$ cat src/rtl/fetch_unit_l1.sv
// fetch_unit_l1: instruction fetch stage. Issues pipelined, tagged fetch
// requests, pairs in-order responses with their PCs from a small PC FIFO,
// forwards instruction/PC pairs to decode and drops stale responses after
// a squash redirect.
module fetch_unit_l1 #(
  parameter int          p_opaq_bits     = 8,
  parameter int          p_max_in_flight = 2,
  parameter logic [31:0] p_rst_addr      = 32'h200
) (
  input  logic                   clk,
  input  logic                   rst_n,
  output logic                   mem_req_val,
  input  logic                   mem_req_rdy,
  output logic [31:0]            mem_req_addr,
  output logic [p_opaq_bits-1:0] mem_req_opaque,
  input  logic                   mem_resp_val,
  output logic                   mem_resp_rdy,
  input  logic [p_opaq_bits-1:0] mem_resp_opaque,
  input  logic [31:0]            mem_resp_data,
  output logic                   d_val,
  input  logic                   d_rdy,
  output logic [31:0]            d_inst,
  output logic [31:0]            d_pc,
  input  logic                   squash_val,
  input  logic [31:0]            squash_target
);

  localparam int cnt_w = $clog2(p_max_in_flight + 1);
  // A depth-1 FIFO still needs a one-bit pointer; it wraps explicitly.
  localparam int ptr_w = (p_max_in_flight > 1) ? $clog2(p_max_in_flight) : 1;
  localparam logic [cnt_w-1:0] max_cnt  = cnt_w'(p_max_in_flight);
  localparam logic [ptr_w-1:0] last_ptr = ptr_w'(p_max_in_flight - 1);

  logic [31:0]            pc;
  logic [p_opaq_bits-1:0] req_opaque;
  logic [p_opaq_bits-1:0] resp_opaque;
  logic [cnt_w-1:0]       in_flight;
  logic [cnt_w-1:0]       drop_cnt;
  logic [31:0]            pc_fifo [p_max_in_flight];
  logic [ptr_w-1:0]       wr_ptr;
  logic [ptr_w-1:0]       rd_ptr;

  logic dropping;
  logic req_fire;
  logic resp_fire;
  logic pop;

  function automatic logic [ptr_w-1:0] ptr_inc(input logic [ptr_w-1:0] p);
    return (p == last_ptr) ? '0 : p + ptr_w'(1);
  endfunction

  // Handshake outputs; a squash suppresses issue and forces draining this cycle.
  always_comb begin
    dropping       = (drop_cnt != '0) || squash_val;
    mem_req_val    = rst_n && (in_flight < max_cnt) && !squash_val;
    mem_req_addr   = pc;
    mem_req_opaque = req_opaque;
    mem_resp_rdy   = (rst_n && dropping) ? 1'b1 : d_rdy;
    d_val          = rst_n && !dropping && mem_resp_val;
    d_inst         = mem_resp_data;
    d_pc           = pc_fifo[rd_ptr];
    req_fire       = mem_req_val && mem_req_rdy;
    resp_fire      = mem_resp_val && mem_resp_rdy;
    pop            = resp_fire && !dropping;
  end

  // PC storage; entries need no reset because the pointers define validity.
  always_ff @(posedge clk) begin
    if (req_fire) begin
      pc_fifo[wr_ptr] <= pc;
    end
  end

  // PC, tag counters and FIFO pointers.
  always_ff @(posedge clk or negedge rst_n) begin
    if (!rst_n) begin
      pc          <= p_rst_addr;
      req_opaque  <= '0;
      resp_opaque <= '0;
      wr_ptr      <= '0;
      rd_ptr      <= '0;
    end else begin
      if (resp_fire) begin
        resp_opaque <= resp_opaque + p_opaq_bits'(1);
      end
      if (req_fire) begin
        req_opaque <= req_opaque + p_opaq_bits'(1);
      end
      if (squash_val) begin
        // No push happens in a squash cycle, so aligning pointers empties it.
        pc     <= squash_target;
        rd_ptr <= wr_ptr;
      end else begin
        if (req_fire) begin
          pc     <= pc + 32'd4;
          wr_ptr <= ptr_inc(wr_ptr);
        end
        if (pop) begin
          rd_ptr <= ptr_inc(rd_ptr);
        end
      end
    end
  end

  // Outstanding-request count and the number of stale responses still to drop.
  always_ff @(posedge clk or negedge rst_n) begin
    if (!rst_n) begin
      in_flight <= '0;
      drop_cnt  <= '0;
    end else begin
      case ({req_fire, resp_fire})
        2'b10:   in_flight <= in_flight + cnt_w'(1);
        2'b01:   in_flight <= in_flight - cnt_w'(1);
        default: in_flight <= in_flight;
      endcase
      if (squash_val) begin
        drop_cnt <= in_flight - cnt_w'(resp_fire);
      end else if (resp_fire && (drop_cnt != '0)) begin
        drop_cnt <= drop_cnt - cnt_w'(1);
      end
    end
  end

  // Simulation-only check that responses come back in issue order.
  always_ff @(posedge clk) begin
    if (rst_n && resp_fire) begin
      assert (mem_resp_opaque == resp_opaque);
    end
  end

endmodule

$ cat config.mk
export PLATFORM = sky130hd
export DESIGN_NAME = fetch_unit_l1
export DESIGN_NICKNAME = d
export VERILOG_FILES = /design/src/rtl/fetch_unit_l1.sv
export SDC_FILE = /design/constraint.sdc
export NUM_CORES = 1
export LEC_CHECK = 0
export ABC_AREA = 1
export CORE_ASPECT_RATIO = 0.6
export CORE_MARGIN = 2
export CORE_UTILIZATION = 42
export DETAILED_ROUTE_END_ITERATION = 8
export GPL_ROUTABILITY_DRIVEN = 0
export PLACE_DENSITY_LB_ADDON = 0.1
export SLEW_MARGIN = 20
export SYNTH_ARGS = -nofsm -noshare
export SYNTH_HDL_FRONTEND = slang
export SYNTH_SLANG_ARGS = --single-unit
$ cat constraint.sdc
create_clock -name clk -period 2.9 [get_ports clk]
set_input_delay 0.87 -clock clk [delete_from_list [all_inputs] [get_ports clk]]
set_output_delay 0.87 -clock clk [all_outputs]
set_load 0.01 [all_outputs]
==> results.tsv <==
metric	value	unit
outcome	completed	
io_buffers	112	
cp-start-kind	primary input	
fin_nets	795	
syn2layout_area_growth	26.78	%
max_slew.worst_pin.slew	483.3	ps
slew_headroom	67.78	%
avgRoutedWirePerCell	15.28	µm
r2r_cells	8	
synth_top_family_by_area	simple AND/OR/NAND/NOR gates	
path_clk_slew	70	ps
grt_max_degree	37	
drt-initial-drc-count	252	
crit_top_cell	nand2_1	
dp.cells	873	
pin_count	185	
period_needed	2803	ps
timing.rr.start	mem_req_addr[2]	
syn_area	0.005528	mm²
synthSimpleGateAreaFrac	26.84	%
period_share	96.66	%
finalNonFillerCells	889	
clock_sinks	110	
busiest_layer	met2	
powerDensity	665.7	mW/mm²
report.final.slew_viol_count	0	
endpoint_kind	primary output	
cp_slowest_cell	clkdlybuf4s50_1	
synth.area.top_cells	edfxtp_1 35%, dfrtp_1 20%, nand2_1 17%	
ys.warnings.count	0	
overflow	0	
finalSetupViolCount	0	
start_util	43.01	%
arrival	1930	ps
yosysTopAreaCellShare	34.77	%
max_stage_delay	530	ps
antenna_found_initial	0	
holdCritPathClass	primary input to asynchronous set/reset pin	
grt_pass1_wl	22180	µm
synth_cells	622	
max_freq	356.8	MHz
vias_per_cell	4.934	
antenna_cells	0	
htree_levels	3	
synth_xor_area_share	2.535	%
critPathKind	primary input to primary output	
cp_num_buf_inv	3	
dr_total_vias	4386	
r2r-end	mem_req_addr[24]	
synth.distinct_cells	35	
timing.final.hold_violations	0	
die_w	152.1	µm
synth_compound_area_share	5.817	%
ys_ff_latch	110	
grt_util_met3	4.633	%
synth.avg_cell_area	8.887	µm²
grt_util_met2	29.65	%
p_leak	2.900	nW
cts_buffer_depth	2	
numCtsBuffers	9	
required	2030	ps
drive_gt1_share	8.623	%
grt_usage	20.04	%
crit_path_cell_trace	clkdlybuf4s50_1 -> inv_2 -> nand2_1 -> nand2_1 -> nand2_2 -> dlygate4sd2_1	
root_buffer	clkbuf_16	
drc	0	
ys_seq_area_share	55.61	%
synth_ff_type	edfxtp_1	
synth_edf_count	64	
routed_wl	13580	µm
die_y	92.87	µm
first_pass_iters	4	
synth_area_leader_cell	edfxtp_1	
die_area	0.01413	mm²
detail-route-antenna-nets	0	
dp_slack	-182.0	ps
synth_nets	703	
path_max_fanout	4	
ir_drop	414.4	µV
fin_ws	96.94	ps
synth.area.mux_share	0	%
maxCapViolCount	0	
core	0.01285	mm²
reg2reg_setup_slack	1050	ps
crit_family	buffers and inverters	
grt_use_met1	29.34	%
clkLatencyLatePin	350	ps
rsz0062_at_grt	no	
cts_tree	yes	
synthAdderAreaFrac	0.6790	%
core.rowCount	32	
fin_skew	6.108	ps
grt_pass1_vias	4289	
async_flop_share	41.82	%
report.power.total	4.665	mW
dp_hpwl	9940	µm
-- Yosys cell counts (all sizes together) (2+ instances only) --
| master | n |
|---|---|
| edfxtp | 64 |
| nand4 | 2 |
| nand2 | 259 |
| nor2 | 60 |
| inv | 37 |
| nand3b | 2 |
| ha | 3 |
| nor3 | 3 |
| xnor2 | 6 |
| xor2 | 10 |
| nand3 | 31 |
| buf | 41 |
| o21bai | 3 |
| a22oi | 24 |
| o21ai | 15 |
| dfrtp | 45 |
| clkbuf | 8 |
| o211ai | 2 |
-- cell families after synthesis --
group                      Yosys count
AOI/OAI and AO/OA                   48
xor gates and xnor gates            16
adders and majority gates            3
buffers and inverters               86
DFF                                110
and+or+nand+nor                    359
-- metal layers --
layer | vias to the layer above | routed length [µm]
li1 | 2181 | -
met1 | 2041 | 6891
met2 | 133 | 5724
met3 | 31 | 805
met4 | 0 | 161
met5 | - | 0
-- layout by cell type, fill, tap and decap left out, types with 2 or more instances in the layout --
| master | n |
|---|---|
| nand3_1 | 29 |
| nand3b_1 | 2 |
| buf_12 | 2 |
| buf_4 | 16 |
| nand2_1 | 252 |
| clkbuf_16 | 9 |
| xor2_1 | 10 |
| nand2_2 | 7 |
| nand4_1 | 2 |
| inv_1 | 34 |
| o21ai_1 | 8 |
| nand3_2 | 2 |
| edfxtp_1 | 64 |
| inv_2 | 3 |
| o211ai_1 | 2 |
| a22oi_1 | 24 |
| dlygate4sd2_1 | 3 |
| nor2_2 | 8 |
| dfrtp_1 | 45 |
| nor2_4 | 5 |
| ha_1 | 3 |
| xnor2_1 | 6 |
| o21ai_0 | 7 |
| o21bai_1 | 3 |
| nor2_1 | 47 |
| clkdlybuf4s50_1 | 108 |
| nor3_1 | 2 |
-- through the flow --
stage,area [µm²],TNS [ps],hold slack (ps),util [%]
2_1_floorplan,5528,-19980,521.8,-
3_3_place_gp,6700,-286.3,487.2,52.13
3_5_place_dp,6700,-368.2,501.0,52.13
4_1_cts,7008,0,492.4,54.53
5_1_grt,7008,0,510.5,54.53
6_report,7008,0,499.3,54.53
-- worst max-delay path by stage --
stage | end | slack [ps] | startpoint | cells past startpoint
floorplan | pc_fifo[0][0] | -310 | rst_n | 6
global placement | mem_resp_rdy | -140 | squash_val | 6
detailed placement | mem_resp_rdy | -180 | squash_val | 6
CTS | mem_resp_rdy | 90 | squash_val | 6
global route | mem_resp_rdy | 40 | squash_val | 6
finish | mem_resp_rdy | 100 | squash_val | 6
-- power by group --
group	total (mW)	internal (mW)	switching (mW)
clock	1.27	0.688	0.577
sequential	2.05	1.85	0.202
combinational	1.35	0.656	0.694
total	4.67	3.19	1.47
-- cell type report --
class                      instances  area, µm²
tap                              170      212.7
timing repair buffer             130       1272
inverter                          37      138.9
multi-input combinational        426       1998
clock inverter                     6      82.58
sequential                       110       3074
fill                            1177       5844
clock buffer                      10      229.0
-- worst reg2reg max path, delay by kind of cell (launching register included) --
kind	cells	cell delay (ps)
flip-flops	1	520
adder cells (fa/ha/maj)	1	310
AND/OR/NAND/NOR	7	930
-- sequential cells by signal, indices dropped and copies added, names as in the netlist --
signal          flops
rd_ptr              1
drop_cnt            2
wr_ptr              1
in_flight           2
mem_req_opaque      8
mem_req_addr       32
pc_fifo            64
-- what timing repair did --
item / CTS / global route
endpoints found under the setup margin: 3 / 0
setup buffers: 0 / 0
gates resized for setup: 3 / 0
hold buffers: 0 / 0
No activity file was read; power rests on OpenSTA's default activity.
